==> src/rtl/ssp_sched.sv <==
// ssp_sched: round-robin scheduler for the SSP write path, with TX-full hold-off and
// optional RX-full drain (enabled by defining SSP_SCHED_RXDRAIN_EN).
module ssp_sched #(
   parameter int DW = 8
) (
   input  logic          PCLK,
   input  logic          CLEAR_B,
   input  logic          req0_valid,
   input  logic [DW-1:0] req0_data,
   output logic          req0_ready,
   input  logic          req1_valid,
   input  logic [DW-1:0] req1_data,
   output logic          req1_ready,
   input  logic          SSPTXINTR,
   input  logic          SSPRXINTR,
   input  logic [DW-1:0] PRDATA,
   output logic          PSEL,
   output logic          PWRITE,
   output logic [DW-1:0] PWDATA,
   output logic          rx_valid,
   output logic [DW-1:0] rx_data,
   output logic          busy
);
   typedef enum logic [1:0] {IDLE, WRITE, READ, RDCAP} state_t;
   state_t state;
   logic last_grant, rx_go, accept, gnt1;
`ifdef SSP_SCHED_RXDRAIN_EN
   assign rx_go = SSPRXINTR;
`else
   logic unused_rx;
   assign rx_go = 1'b0;
   assign unused_rx = ^{SSPRXINTR, PRDATA};
`endif
   assign accept = CLEAR_B && state == IDLE && !rx_go && !SSPTXINTR && (req0_valid || req1_valid);
   // On contention the requester not granted last time wins
   assign gnt1 = req1_valid && (!req0_valid || !last_grant);
   assign req0_ready = accept && !gnt1;
   assign req1_ready = accept && gnt1;
   assign busy = state != IDLE;
   always_ff @(posedge PCLK) begin
      if (!CLEAR_B) begin
         state <= IDLE;
         PSEL <= 1'b0;
         PWRITE <= 1'b0;
         PWDATA <= '0;
         rx_valid <= 1'b0;
         rx_data <= '0;
         last_grant <= 1'b1;
      end else begin
         rx_valid <= 1'b0;
         case (state)
            IDLE:
               if (rx_go) begin
                  state <= READ;
                  PSEL <= 1'b1;
                  PWRITE <= 1'b0;
               end else if (accept) begin
                  state <= WRITE;
                  PSEL <= 1'b1;
                  PWRITE <= 1'b1;
                  PWDATA <= gnt1 ? req1_data : req0_data;
                  last_grant <= gnt1;
               end
            WRITE: begin
               state <= IDLE;
               PSEL <= 1'b0;
            end
            READ: begin
               state <= RDCAP;
               PSEL <= 1'b0;
            end
            default: begin
               state <= IDLE;
`ifdef SSP_SCHED_RXDRAIN_EN
               rx_valid <= 1'b1;
               rx_data <= PRDATA;
`endif
            end
         endcase
      end
   end
endmodule

==> config.mk <==
export PLATFORM = sky130hd
export DESIGN_NAME = ssp_sched
export DESIGN_NICKNAME = d
export VERILOG_FILES = /design/src/rtl/ssp_sched.sv
export SDC_FILE = /design/constraint.sdc
export NUM_CORES = 1
export LEC_CHECK = 0
export CORE_MARGIN = 5
export CORE_UTILIZATION = 36
export CTS_CLUSTER_SIZE = 40
export DETAILED_ROUTE_END_ITERATION = 10
export GPL_ROUTABILITY_DRIVEN = 0
export MAX_ROUTING_LAYER = met4
export PLACE_DENSITY_LB_ADDON = 0.25
export SKIP_LAST_GASP = 1
export SYNTH_ARGS = -nofsm -noshare
export SYNTH_HDL_FRONTEND = slang
export SYNTH_SLANG_ARGS = --single-unit
export TNS_END_PERCENT = 5
==> constraint.sdc <==
create_clock -name PCLK -period 3.4 [get_ports PCLK]
set_input_delay 0.68 -clock PCLK [delete_from_list [all_inputs] [get_ports PCLK]]
set_output_delay 0.68 -clock PCLK [all_outputs]
set_load 0.005 [all_outputs]
==> impl_summary.txt <==
----------------------------------------------------
[Place]
  Port buffer count ... 33
  Sum of net half-perimeters after detailed placement ... 1480 um
  Number of cells after detailed placement ... 138

[Setup path]
  Critical Setup Path Class ... in -> out
  Register-to-register path setup slack ... 1.70 ns
  Crit path arrival time ... approximately 2.2 ns
  CP dominant cell by count ... clkdlybuf4s50_1
  Category of the worst setup path capture point ... output pin
  WP data required ... 2.72 ns
  Largest incremental delay on the critical path ... roughly 0.54 ns
  Worst flop-to-flop path startpoint ... state[0]
  First element of the critical path ... req1_valid
  Worst path cell trace ... clkdlybuf4s50_1, nor2b_1, buf_4, nor3_1, clkdlybuf4s50_1
  CP delay by family, top ... buffers and inverters
  Max stage delay cell, worst path ... clkdlybuf4s50_1
  Crit-path max FO ... 9
  Type of origin of the critical path ... input port
  FF-to-FF End ... PWDATA[3]
  CP bufs+invs ... 3
  Worst reg-to-reg path cell count ... 5

[Timing]
  Final period demand of the worst path ... ~2.8 ns
  Final setup fails ... 0
  Hold Fails Final Rpt ... 0
  Worst clock skew ... about 0.00073 ns
  Max Clock Freq ... 0.3517 GHz
  Portion of the clock cycle consumed by the worst path in the final layout ... a little over four fifths
  Unrepaired setup endpoints after global routing ... false
  Setup Total Neg Slack ... 0 ns
  Max-slew violation count ... 0

[Finish]
  Synth-to-Final Area Change ... 47.62%
  Final std cells w/o fill ... approximately 140
  Number of antenna repair diodes ... 0
  Fraction of layout cells with a size suffix above 1 ... about 18%
  Count of nets after finishing ... 148

[Clocking]
  Resized Gates After CTS ... 0
  Clock insertion delay at the later pin of the skew report ... about 0.27 ns
  Clock tree from TritonCTS ... built
  Buffer count from post-CTS setup fixing ... 0
  CTS sink count ... 13
  Number of hold-repair buffers added at the cts stage ... 0
  Clock Path Buffers ... 2
  Clock transition at path regs ... roughly 0.080 ns
  Number of buffers created by CTS ... 3
  Library cell used as clock root buffer ... clkbuf_4
  Depth of the CTS H-tree ... 1

[Global route]
  Global-route wire length before repair ... approximately 3200 um
  Remaining global-route overflow ... 0
  Number of global-route vias before repair ... around 700
  Total global-route track usage ... a little over an eighth
  Number of antenna violations at the first check in global routing ... 0
  Pin count of the biggest net entering global routing ... 11

[Power]
  Leakage dissipation ... about 0.45 nW
  Peak supply drop ... 281.5 uV
  Power density relative to cell area ... around 350 nW/um^2

[Die]
  Area of the core ... 1962 um^2
  Effective utilization at floorplan ... 37.50%
  Boundary pin count ... between 50 and 60
  Die height ... about 55 um
  Die Footprint ... 3048 um^2
  Die Wd ... roughly 55 um
  Row Count ... 16

[Detailed routing]
  DRC Markers ... 0
  DR vias ... 670
  Number of vias per cell ... roughly 4.7
  Detailed-routing iteration count for the pre-antenna-repair pass ... 2
  Iter 0 DRT Violations ... 8
  DRT Wirelength ... between 1500 and 2000 um
  Average detailed-routed wire length per instance ... 12.91 um
  Number of nets with antenna violations after routing ... 0

[Status]
  Run status ... completed

[Min path]
  Worst Hold Launch ... PWRITE
  Endpoint, Worst Hold ... PWRITE
  Hold Path Stages ... 1
  Worst min-delay path category ... reg -> reg

[Synthesis]
  Synthesized area per cell ... between 9 and 10 um^2
  Number of synthesis warnings ... 0
  Syn Std Cell Area ... approximately 740 um^2
  Unique cell type count in the Yosys netlist ... 24
  Cell count after synthesis ... 79
  Fraction of the yosys area taken by sequential cells ... 35.37%
  Post-synthesis register bit count ... 13

[Flow run]
  Max_cap viols ... 0

----------------------------------------------------
through the flow:
step | total power [mW] | utilization (%) | cell area (um^2) | hold WS [ns] | setup slack [ns]
finish | 0.3748 | 55.36 | 1086 | 0.4711 | 0.5568
global route | 0.4001 | 55.36 | 1086 | 0.4940 | 0.4982
CTS | 0.3819 | 55.36 | 1086 | 0.4783 | 0.5591
detailed placement | 0.2831 | 54.02 | 1060 | 0.4594 | 0.5614
global placement | 0.2810 | 54.02 | 1060 | 0.4510 | 0.5681
floorplan | 0.2331 | - | 765.7 | 0.4642 | 1.491
logic make-up (layout without fill, tap and decap cells):
family	after synthesis	in the layout	share of synthesized area [%]
other	1	9	0.5097
adder cells (fa/ha/maj)	2	2	3.401
AO/OA/AOI/OAI	20	20	26.53
buffers and inverters	18	46	16.16
AND/OR/NAND/NOR	25	25	18.03
flip-flops	13	13	35.37
power breakdown:
group / internal, mW / switching [mW]
Sequential: 0.165 / 0.00719
Combinational: 0.0646 / 0.0414
Clock: 0.0455 / 0.0507
synth_stat cells:
cell type | number | area (um^2)
a41o_2 | 2 | 22.52
ha_1 | 2 | 25.02
dfxtp_1 | 13 | 260.3
nor2_1 | 2 | 7.510
nor3_1 | 9 | 45.04
a31oi_1 | 1 | 6.260
a21oi_1 | 1 | 5.000
inv_1 | 5 | 18.77
o22ai_1 | 1 | 6.260
a211oi_4 | 1 | 20.02
o21bai_2 | 1 | 11.26
nand2b_2 | 1 | 8.760
buf_6 | 2 | 22.52
o311ai_0 | 1 | 8.760
buf_2 | 2 | 10.01
conb_1 | 1 | 3.750
nor2b_1 | 1 | 6.260
nand3b_4 | 1 | 20.02
o21a_1 | 2 | 15.01
a221o_2 | 8 | 90.09
nand2_1 | 10 | 37.54
buf_4 | 9 | 67.56
o21ai_0 | 2 | 10.01
nand3b_1 | 1 | 7.510
flip-flops by register name (all words and copies together) (netlist names):
signal,cells
PWDATA,8
last_grant,1
PSEL,1
PWRITE,1
state,2
per-layer routing:
| layer | share of wire (%) | up-vias | routed length (um) | GRT usage, % |
|---|---|---|---|---|
| met5 | 0 | - | 0 | - |
| met3 | 8.2 | 2 | 151 | 6.527 |
| met1 | 42 | 301 | 763 | 14.29 |
| met4 | 1.1 | 0 | 20 | 3.125 |
| li1 | - | 340 | - | - |
| met2 | 49 | 27 | 898 | 22.97 |
worst reg2reg max path: stages, from the launching register on:
cell and delay (ns):
dfxtp_1 0.30, inv_1 0.08, ha_1 0.38, nand2b_2 0.13
o21a_1 0.31, a221o_2 0.38
worst max-delay path by stage:
stage | endpoint | slack [ns] | cells past startpoint
finish | req0_ready | 0.56 | 5
global route | req1_ready | 0.50 | 4
CTS | req1_ready | 0.56 | 4
detailed placement | req0_ready | 0.56 | 5
global placement | req1_ready | 0.57 | 4
floorplan | req1_ready | 1.49 | 3
cell usage in the layout (no fill, tap or decap):
cell	synthesis	final
clkdlybuf4s50_1	0	33
dfxtp_1	13	13
nand2_1	10	10
nor3_1	9	9
conb_1	1	9
a221o_2	8	8
inv_1	5	5
buf_4	9	4
clkbuf_4	0	3
o21ai_0	2	2
nor2_1	2	2
o21a_1	2	2
a41o_2	2	2
ha_1	2	2
nand3b_4	1	1
nor2b_1	1	1
a211oi_4	1	1
nand2b_2	1	1
o311ai_0	1	1
o21bai_2	1	1
a31oi_1	1	1
nand3b_1	1	1
o22ai_1	1	1
a21oi_1	1	1
clkbuf_1	0	1
cell type report:
type | instances | area [um^2]
Fill cell | 194 | 875.8
Sequential cell | 13 | 260.3
Timing Repair Buffer | 37 | 360.3
Clock buffer | 4 | 26.28
Tap cell | 27 | 33.78
Multi-Input combinational cell | 56 | 386.6
Inverter | 5 | 18.77
(Power assumes the default switching activity.)
